==> src/rtl/fetch_pkg.sv <==
// fetch_pkg: shared constants and types for the instruction fetch stage.
//   NOP_INSTR        - instruction word presented on instr_o while in reset
//   DEFAULT_RESET_PC - default first fetch address
//   if_id_t          - default-width IF/ID bundle for stages that consume it
package fetch_pkg;

  localparam int unsigned FETCH_AW = 32;
  localparam int unsigned FETCH_DW = 32;

  localparam logic [31:0] NOP_INSTR        = 32'h0000_0013;
  localparam logic [31:0] DEFAULT_RESET_PC = 32'h0000_0000;

  typedef struct packed {
    logic [FETCH_DW-1:0] instr;
    logic [FETCH_AW-1:0] pc;
    logic [FETCH_AW-1:0] pc_plus4;
    logic                valid;
  } if_id_t;

endpackage

==> src/rtl/pc_next.sv <==
// pc_next: next-PC selection and the PC register.
//   clk, rst_n     - clock, async active-low reset
//   advance_i      - fetch stage consumes the current PC this cycle
//   redirect_i     - branch/jump taken, redirect_pc_i is the target
//   pc_o           - current fetch address
//   halted_o       - fetch frozen after a misaligned target
//   misalign_o     - sticky misaligned-target flag
// Build option: FETCH_MISALIGN_TRAP_EN enables the misaligned-target trap;
// otherwise target bits [1:0] are dropped and the trap outputs are tied low.
module pc_next
  import fetch_pkg::*;
#(
  parameter int unsigned                ADDRESS_WIDTH = 32,
  parameter logic [ADDRESS_WIDTH-1:0]   RESET_PC      = ADDRESS_WIDTH'(DEFAULT_RESET_PC)
) (
  input  logic                     clk,
  input  logic                     rst_n,
  input  logic                     advance_i,
  input  logic                     redirect_i,
  input  logic [ADDRESS_WIDTH-1:0] redirect_pc_i,
  output logic [ADDRESS_WIDTH-1:0] pc_o,
  output logic                     halted_o,
  output logic                     misalign_o
);

  localparam logic [ADDRESS_WIDTH-1:0] PC_STEP = ADDRESS_WIDTH'(4);

  logic [ADDRESS_WIDTH-1:0] pc_q, pc_d, tgt;
  logic                     halted_q;

`ifdef FETCH_MISALIGN_TRAP_EN
  logic mis_q, trap;

  // A misaligned target is still loaded into the PC so the faulting address
  // stays visible on rom_addr_o; the halt then freezes it there.
  assign trap = redirect_i && !halted_q && (redirect_pc_i[1:0] != 2'b00);

  always_ff @(posedge clk or negedge rst_n) begin
    if (!rst_n) begin
      mis_q    <= 1'b0;
      halted_q <= 1'b0;
    end else if (trap) begin
      mis_q    <= 1'b1;
      halted_q <= 1'b1;
    end
  end

  assign tgt        = redirect_pc_i;
  assign misalign_o = mis_q;
`else
  assign halted_q   = 1'b0;
  assign tgt        = {redirect_pc_i[ADDRESS_WIDTH-1:2], 2'b00};
  assign misalign_o = 1'b0;
`endif

  // Redirect wins over sequential advance; a halted unit ignores both.
  always_comb begin
    pc_d = pc_q;
    if (!halted_q) begin
      if (redirect_i)     pc_d = tgt;
      else if (advance_i) pc_d = pc_q + PC_STEP;
    end
  end

  always_ff @(posedge clk or negedge rst_n) begin
    if (!rst_n) pc_q <= RESET_PC;
    else        pc_q <= pc_d;
  end

  assign pc_o     = pc_q;
  assign halted_o = halted_q;

endmodule

==> src/rtl/pc_fetch_unit.sv <==
// pc_fetch_unit: single-issue instruction fetch with an IF/ID output register.
//   clk, rst_n                 - clock, async active-low reset
//   rom_addr_o / rom_data_i    - combinational instruction ROM port
//   redirect_i, redirect_pc_i  - branch/jump taken and its target
//   ready_i                    - decode accepts the IF/ID word
//   valid_o, instr_o, pc_o,
//   pc_plus4_o                 - IF/ID word
//   misalign_o                 - sticky misaligned-target flag
// Build option: FETCH_MISALIGN_TRAP_EN (see pc_next).
module pc_fetch_unit
  import fetch_pkg::*;
#(
  parameter int unsigned              ADDRESS_WIDTH = 32,
  parameter int unsigned              DATA_WIDTH    = 32,
  parameter logic [ADDRESS_WIDTH-1:0] RESET_PC      = ADDRESS_WIDTH'(DEFAULT_RESET_PC)
) (
  input  logic                     clk,
  input  logic                     rst_n,
  output logic [ADDRESS_WIDTH-1:0] rom_addr_o,
  input  logic [DATA_WIDTH-1:0]    rom_data_i,
  input  logic                     redirect_i,
  input  logic [ADDRESS_WIDTH-1:0] redirect_pc_i,
  input  logic                     ready_i,
  output logic                     valid_o,
  output logic [DATA_WIDTH-1:0]    instr_o,
  output logic [ADDRESS_WIDTH-1:0] pc_o,
  output logic [ADDRESS_WIDTH-1:0] pc_plus4_o,
  output logic                     misalign_o
);

  localparam logic [DATA_WIDTH-1:0]    NOP      = DATA_WIDTH'(NOP_INSTR);
  localparam logic [ADDRESS_WIDTH-1:0] RESET_P4 = RESET_PC + ADDRESS_WIDTH'(4);

  logic [ADDRESS_WIDTH-1:0] pc;
  logic                     halted, stall, advance;

  // A held word blocks the refill; an accepted word is replaced on the same
  // edge, so back-to-back handshakes run without bubbles.
  assign stall   = valid_o && !ready_i;
  assign advance = !stall && !halted;

  pc_next #(
    .ADDRESS_WIDTH (ADDRESS_WIDTH),
    .RESET_PC      (RESET_PC)
  ) u_pc_next (
    .clk           (clk),
    .rst_n         (rst_n),
    .advance_i     (advance),
    .redirect_i    (redirect_i),
    .redirect_pc_i (redirect_pc_i),
    .pc_o          (pc),
    .halted_o      (halted),
    .misalign_o    (misalign_o)
  );

  assign rom_addr_o = pc;

  // IF/ID register. A redirect kills the word in flight even while stalled;
  // the payload is left as-is since valid_o qualifies it.
  always_ff @(posedge clk or negedge rst_n) begin
    if (!rst_n) begin
      valid_o    <= 1'b0;
      instr_o    <= NOP;
      pc_o       <= RESET_PC;
      pc_plus4_o <= RESET_P4;
    end else if (redirect_i) begin
      valid_o    <= 1'b0;
    end else if (advance) begin
      valid_o    <= 1'b1;
      instr_o    <= rom_data_i;
      pc_o       <= pc;
      pc_plus4_o <= pc + ADDRESS_WIDTH'(4);
    end
  end

endmodule

==> config.mk <==
export PLATFORM = sky130hd
export DESIGN_NAME = pc_fetch_unit
export DESIGN_NICKNAME = d
export VERILOG_FILES = /design/src/rtl/fetch_pkg.sv /design/src/rtl/pc_next.sv /design/src/rtl/pc_fetch_unit.sv
export SDC_FILE = /design/constraint.sdc
export NUM_CORES = 1
export LEC_CHECK = 0
export BUFFER_PORTS_ARGS = -buffer_cell sky130_fd_sc_hd__buf_2
export CAP_MARGIN = 40
export CORE_UTILIZATION = 36
export CTS_CLUSTER_SIZE = 12
export DETAILED_ROUTE_END_ITERATION = 16
export HOLD_SLACK_MARGIN = 0.1
export PLACE_DENSITY = 0.7
export SYNTH_ARGS = -nofsm -noshare
export SYNTH_HDL_FRONTEND = slang
export SYNTH_SLANG_ARGS = --single-unit
==> constraint.sdc <==
create_clock -name clk -period 2.6 [get_ports clk]
set_input_delay 0.52 -clock clk [delete_from_list [all_inputs] [get_ports clk]]
set_output_delay 0.52 -clock clk [all_outputs]
set_load 0.03 [all_outputs]
==> flow_summary.ini, run 1 <==
[setup_path]
cp-end-kind = flip-flop
cp.arrival_ns = 2.74
crit_required_ns = 2.93
path_class = reg -> reg
path_max_fanout = 15
cp-start-kind = flip-flop

[finish]
fin_util = 0.493
drive_above_1_share = 0.302
area_delta_synth_final_pct = 32.5
nets = 894
final_cell_mix = nand2_1 (228), buf_2 (187), dfrtp_1 (119)
final_common_cell = nand2_1

[floorplan]
start_util = 0.372
fp-row-count = 45
dieArea_um2 = 16300
io_pins = 198
core_um2 = 15300
dieWidth_um = 128
die_h_um = 128

[clock_tree]
htree_levels = 4
clk_latency_ns = 0.42
cts_tree = done
cts_max_path_buffers = 2
clock-sinks = 123
cts-root-buf = clkbuf_16
clkTransAtPathRegs_ns = 0.06
cts_buffers = 17

[synthesis]
post-synth-top-area-cell = dfrtp_1
synth_top_area_share = 0.523
ys_seq_area_frac = 0.541
synth-edff-count = 0
synth_seq_cells = 123
synth_cell_types = 39
synthArstFlopShare = 1.00
syn_area_um2 = 5700
syn_avg_cell_area_um2 = 8.83
ys_warn_count = 0
yosys-top-cells-area = dfrtp_1 (52%), nand2_1 (15%), o21ai_0 (3.2%), a31oi_1 (3.1%), or4_1 (3.0%)
synth_top_family_by_area = simple AND/OR/NAND/NOR gates
synthMuxAreaShare = 0.00176
yosys.area_share.simple = 0.274
synth-xor-area-share = 0.0369
syn_inst = 645
yosys.area_share.adder = 0.00220
synth-compound-area-share = 0.0968
synth-main-ff-cell = dfrtp_1

[sta]
slew-limit-headroom = 0.563
rsz0062_at_grt = no
fin_crit_ns = 2.41
worst_clock_skew_ns = 0.00716
max_freq_ghz = 0.416
period_share = 0.925
tightest_slew_ns = 0.646
tns_ns = 0
setup_viol = 0
final-hold-violation-count = 0
slew_viol_final = 0
fin_hold_ws_ns = 0.283

[job]
drv_cap = 0

[route]
routed_via_density = 4.92
drt-initial-drc-count = 225
drcViolationCount = 0
drt_wl_total_um = 15600
wl_per_cell_um = 14.9
first_pass_iters = 4
ant_nets = 0
num_vias = 5170

[placement]
gp_congestion = 0.812
hpwl_um = 11100
port_buffers = 188

[global_routing]
grt_util_all_layers = 0.200
overflow = 0
grt_pass1_wl_um = 24900
antenna_found_initial = 2
grt_max_degree = 71
grt_pass1_vias = 4749

[outcome]
outcome = finished, final reports clean

[hold_path]
hold_path_class = in -> reg

[power]
vdd_drop_max_v = 0.000446
power_density_nw_per_um2 = 829
leakagePower_nw = 3.66
[final timing paths]
check,from,endpoint,slack (ns),cells past startpoint
max in group asynchronous,rst_n,pc_plus4_o[2],1.26,3
hold reg to reg,instr_o[1],instr_o[1],0.46,2
setup / recovery,u_pc_next.pc_o[2],pc_plus4_o[24],0.19,5
hold / removal,rom_data_i[1],instr_o[1],0.28,3
setup reg to reg,u_pc_next.pc_o[2],pc_plus4_o[24],0.19,5
min in group asynchronous,rst_n,pc_o[27],0.65,2
[metrics by stage]
step                total power [mW]  std cells  cell area, µm²  worst slack (ns)
detailed placement              3.74       1016            6890             0.148
global route                    6.56       1049            7550            0.0721
finish                          6.26       1050            7550             0.194
CTS                             6.33       1049            7540             0.115
floorplan                       3.24        651            5720             0.291
global placement                3.72       1016            6890             0.213
[state kept, by name, summed over array words and instances, names as in the netlist]
signal and count:
u_pc_next.pc_o 30, instr_o 32, pc_o 30, valid_o 1, pc_plus4_o 30
[cells in the mapped netlist, types with 8 or more instances]
master	count
a31oi_1	28
clkbuf_1	38
dfrtp_1	119
nand2_1	229
nand3_1	16
nand4_1	8
nor2_1	33
o21ai_0	37
o31ai_1	18
or3_1	11
or4_1	23
xnor2_1	17
[critical path, cell delays in order (launching register included)]
cell,delay (ns)
dfrtp_1,0.44
ha_1,0.27
nand3_1,0.23
or3_1,0.63
or4_1,0.56
a31oi_1,0.18
[cells by family (layout without fill, tap and decap cells)]
family / count (synthesis) / in the layout
compound gates: 90 / 90
flops: 123 / 123
xor+xnor: 24 / 24
buf+inv: 59 / 246
mux: 1 / 1
fa+ha+maj: 1 / 1
other cells: 1 / 8
simple gates: 346 / 346
[layout make-up]
type | instances | area, µm²
repair buffers | 211 | 1160
diodes | 1 | 2.50
clock inverters | 13 | 198
flip-flops and latches | 123 | 3080
inverters | 3 | 11.3
fillers | 1509 | 7760
multi-input cells | 469 | 2390
clock buffers | 19 | 443
well taps | 211 | 264
[routing by layer]
layer,up-vias,wire length [µm],global-route usage
met5,-,0,0
met4,0,411,0.0948
met3,30,952,0.0580
li1,2544,-,-
met2,148,6990,0.304
met1,2448,7300,0.264
[repair_timing]
item                       in CTS  in global routing
hold endpoints to repair       52                  0
gates resized for setup         0                  1
setup endpoints to repair       0                  2
setup buffers                   0                  0
hold buffers                    1                  0
[where the power goes]
| group | total (mW) | internal, mW | switching [mW] |
|---|---|---|---|
| Sequential | 2.35 | 2.16 | 0.190 |
| Combinational | 1.35 | 0.396 | 0.954 |
| Clock | 2.56 | 1.71 | 0.847 |
| Total | 6.26 | 4.27 | 1.99 |
Power figures use the tool's default switching activity.
==> inputs of run 2 (changes only) <==
--- a/config.mk
+++ b/config.mk
@@ -7,10 +7,10 @@
 export LEC_CHECK = 0
 export BUFFER_PORTS_ARGS = -buffer_cell sky130_fd_sc_hd__buf_2
 export CAP_MARGIN = 40
+export CORE_MARGIN = 3
 export CORE_UTILIZATION = 36
 export CTS_CLUSTER_SIZE = 12
 export DETAILED_ROUTE_END_ITERATION = 16
-export HOLD_SLACK_MARGIN = 0.1
 export PLACE_DENSITY = 0.7
 export SYNTH_ARGS = -nofsm -noshare
 export SYNTH_HDL_FRONTEND = slang
==> run 2 against run 1 <==
Against the previous run: worst hold slack worse by 0.25 ns; sequential share of layout area grew 0.27 points; routed wire length increased by 3.6%.
==> flow_summary.ini, run 2 (synthesis gave the netlist of run 1 again) <==
[outcome]
outcome = finished, final reports clean

[finish]
drive_above_1_share = 0.301
num_antenna_cells = 0
fin_util = 0.488
nets = 892
final_common_cell = nand2_1
final_cell_mix = nand2_1 (228), buf_2 (187), dfrtp_1 (119)
area_delta_synth_final_pct = 31.6
largest_register_ffs = 32
largest-register = instr_o

[placement]
hpwl_um = 11400
port_buffers = 188
gp_congestion = 0.810

[clock_tree]
cts_tree = done
clkTransAtPathRegs_ns = 0.06
cts_buffers = 17
cts_max_path_buffers = 2
cts-root-buf = clkbuf_16
clock-sinks = 123
htree_levels = 4
clk_latency_ns = 0.41

[sta]
setup_viol = 0
tns_ns = 0
max_freq_ghz = 0.420
worst_clock_skew_ns = 0.00806
slew-limit-headroom = 0.605
final-hold-violation-count = 0
period_share = 0.915
slew_viol_final = 0
rsz0062_at_grt = no
tightest_slew_ns = 0.584
fin_crit_ns = 2.38
fin_hold_ws_ns = 0.0287

[hold_path]
hold_path_class = in -> async

[global_routing]
grt_pass1_vias = 4874
grt_util_all_layers = 0.189
grt_max_degree = 63
grt.met1_usage = 0.260
met3_usage = 0.0580
overflow = 0
grt_pass1_wl_um = 26500
antenna_found_initial = 2
use_met2 = 0.282
top_usage_layer = met2

[floorplan]
dieWidth_um = 132
fp-row-count = 45
dieArea_um2 = 17400
core_um2 = 15400
die_h_um = 132
io_pins = 198
start_util = 0.371

[setup_path]
crit_required_ns = 2.93
setup.worst_path.start = u_pc_next.pc_o[3]
cp-start-kind = flip-flop
cp-end-kind = flip-flop
cp.arrival_ns = 2.71
path_class = reg -> reg
path_max_fanout = 15
reg2reg_slack_ns = 0.22
rr_startpoint = u_pc_next.pc_o[3]

[route]
ant_nets = 0
first_pass_iters = 4
routed_via_density = 4.95
wl_per_cell_um = 15.5
num_vias = 5183
drt-initial-drc-count = 236
drt_wl_total_um = 16200
drcViolationCount = 0

[power]
vdd_drop_max_v = 0.000523
leakagePower_nw = 3.63
power_density_nw_per_um2 = 822

[job]
drv_cap = 0
## run 2: layer usage
metal | up-vias | wire (µm)
met2 | 203 | 7310
met4 | 4 | 363
met1 | 2419 | 7240
li1 | 2530 | -
met3 | 27 | 1270
met5 | - | 19
## run 2: critical path: stages, from the launching register on
cell and delay (ns):
dfrtp_1 0.41, ha_1 0.26, nand3_1 0.24, or3_1 0.62, or4_1 0.58, a31oi_1 0.17
## run 2: area by class of cell
cell class,instances,area [µm²]
clock buffers,22,484
clock inverters,10,139
fillers,1515,7870
inverters,3,11.3
multi-input cells,469,2390
flip-flops and latches,123,3080
well taps,211,264
repair buffers,209,1130
## run 2: worst paths after layout
| path | to | depth (start not counted) |
|---|---|---|
| max in group asynchronous | pc_plus4_o[2] | 2 |
| min in group clk | instr_o[0] | 3 |
| min reg2reg | instr_o[0] | 2 |
| max reg2reg | pc_plus4_o[30] | 5 |
| min | pc_o[27] | 1 |
| max | pc_plus4_o[30] | 5 |
## run 2: stage by stage
step           worst slack, ns  power [mW]  std cells  cell area, µm²
2_1_floorplan            0.291        3.24        651            5720
3_3_place_gp             0.204        3.72       1015            6870
3_5_place_dp             0.138        3.75       1015            6870
4_1_cts                  0.126        6.22       1047            7500
5_1_grt                 0.0541        6.44       1047            7500
6_report                 0.221        6.16       1047            7500
## run 2: power by group
part / leakage (nW) / internal (mW) / total (mW) / switching [mW]
Sequential: 1.47 / 2.16 / 2.35 / 0.188
Clock: 0.294 / 1.61 / 2.46 / 0.852
Combinational: 1.87 / 0.393 / 1.35 / 0.960
## run 2: repair_timing
item / CTS / global route
gates resized for setup: 0 / 1
hold buffers: 0 / 0
buffers inserted: 0 / 0
setup endpoints to repair: 0 / 3
==> inputs of run 3 (changes only) <==
--- a/config.mk
+++ b/config.mk
@@ -8,10 +8,11 @@
 export BUFFER_PORTS_ARGS = -buffer_cell sky130_fd_sc_hd__buf_2
 export CAP_MARGIN = 40
 export CORE_MARGIN = 3
-export CORE_UTILIZATION = 36
+export CORE_UTILIZATION = 50
 export CTS_CLUSTER_SIZE = 12
 export DETAILED_ROUTE_END_ITERATION = 16
-export PLACE_DENSITY = 0.7
+export HOLD_SLACK_MARGIN = 0.15
+export PLACE_DENSITY = 0.89
 export SYNTH_ARGS = -nofsm -noshare
 export SYNTH_HDL_FRONTEND = slang
 export SYNTH_SLANG_ARGS = --single-unit
==> run 3 against run 2 <==
Against the previous run: cell count is 6.8% lower; clock power hardly changed; core utilization up 19 points; sequential power barely moved; clock-buffer cell count fell by 1; flip-flop and latch count is the same; critical path type unchanged; die area decreased by 27%; global-route usage up 5.7 points; highest routed layer unchanged; worst setup slack worse by 0.016 ns; via count increased by 3.5%; routed wire length down 2.6%; worst hold slack improved by 0.15 ns.
==> flow_summary.ini, run 3 (synthesis gave the netlist of run 1 again) <==
[floorplan]
fp-row-count = 38
die_h_um = 113
io_pins = 198
core_um2 = 11000
dieWidth_um = 113
start_util = 0.519
dieArea_um2 = 12700

[setup_path]
reg2reg_slack_ns = 0.21
cp-start-kind = flip-flop
r2r_end = u_pc_next.pc_o[31]
path_max_fanout = 18
crit_required_ns = 2.92
path_class = reg -> reg
reg2regPathDepth = 4
cp.arrival_ns = 2.71
cp-end-kind = flip-flop
rr_startpoint = u_pc_next.pc_o[9]

[route]
drcViolationCount = 0
num_vias = 5363
drt-initial-drc-count = 459
wl_per_cell_um = 16.2
routed_via_density = 5.49
ant_nets = 0
first_pass_iters = 7
drt_wl_total_um = 15800

[outcome]
outcome = finished, final reports clean

[sta]
worst_clock_skew_ns = 0.0116
slew-limit-headroom = 0.540
tightest_slew_ns = 0.690
max_freq_ghz = 0.418
fin_hold_ws_ns = 0.175
slew_viol_final = 0
tns_ns = 0
setup_viol = 0
period_share = 0.921
rsz0062_at_grt = no
fin_crit_ns = 2.39
worst_slack_ns = 0.206
final-hold-violation-count = 0

[placement]
port_buffers = 188
pre_cts_slack_ns = 0.203
hpwl_um = 10700
gp_congestion = 0.867
dpl-instance-area_um2 = 6770
placedCellCount = 944

[clock_tree]
cts_max_path_buffers = 2
cts_tree = done
cts-root-buf = clkbuf_16
cts_buffers = 17
clk_latency_ns = 0.40
holdBufCountCts = 0
clkTransAtPathRegs_ns = 0.06
htree_levels = 4
clock-sinks = 123

[power]
power_density_nw_per_um2 = 833
leakagePower_nw = 3.64
vdd_drop_max_v = 0.000387
p_total_mw = 6.16

[finish]
largest_register_ffs = 32
fin_util = 0.673
num_antenna_cells = 0
final_cell_mix = nand2_1 (228), buf_2 (187), dfrtp_1 (119)
fin_area_um2 = 7390
stdcell_count = 976
final_common_cell = nand2_1
area_delta_synth_final_pct = 29.7
drive_above_1_share = 0.299
fillers = 905
nets = 892
multi_input_area_um2 = 2390
final-seq-area_um2 = 3080
largest-register = instr_o

[global_routing]
grt_pass1_wl_um = 25200
overflow = 0
grt_pass1_vias = 4978
antenna_found_initial = 1
grt_util_all_layers = 0.246
grt_max_degree = 124

[hold_path]
hold_path_class = in -> async

[job]
drv_cap = 0
-- run 3: how the worst max path moves through the flow --
stage | depth (start not counted) | startpoint | slack, ns | end
2_1_floorplan | 7 | u_pc_next.pc_o[2] | 0.29 | u_pc_next.pc_o[26]
3_3_place_gp | 5 | u_pc_next.pc_o[7] | 0.25 | u_pc_next.pc_o[30]
3_5_place_dp | 5 | u_pc_next.pc_o[3] | 0.20 | u_pc_next.pc_o[24]
4_1_cts | 5 | u_pc_next.pc_o[3] | 0.09 | u_pc_next.pc_o[28]
5_1_grt | 4 | u_pc_next.pc_o[9] | 0.08 | u_pc_next.pc_o[31]
6_report | 4 | u_pc_next.pc_o[9] | 0.21 | u_pc_next.pc_o[31]
-- run 3: worst max-delay path, cell delays in order (launching register included) --
cell,delay [ns]
dfrtp_1,0.54
nand4_4,0.18
or4_1,0.81
or4_1,0.60
a31oi_1,0.18
-- run 3: layout make-up --
type	instances	share of cell area
clock inverters	11	0.0229
multi-input cells	469	0.323
inverters	3	0.00152
flip-flops and latches	123	0.417
clock buffers	21	0.0609
well taps	140	0.0237
repair buffers	209	0.151
-- run 3: timing repair --
| item | CTS | global route |
|---|---|---|
| resized for setup | 0 | 1 |
| setup buffers | 0 | 0 |
| setup endpoints to repair | 0 | 1 |
-- run 3: layer usage --
layer / share of wire / global-route usage
met5: 0.00082 / 0
met1: 0.41 / 0.342
met4: 0.024 / 0.0801
met2: 0.47 / 0.385
met3: 0.089 / 0.0588
-- run 3: report_power, final --
group	leakage [nW]	total [mW]	switching (mW)	internal (mW)
registers	1.47	2.35	0.191	2.16
clock network	0.301	2.45	0.821	1.63
logic	1.87	1.36	0.966	0.391
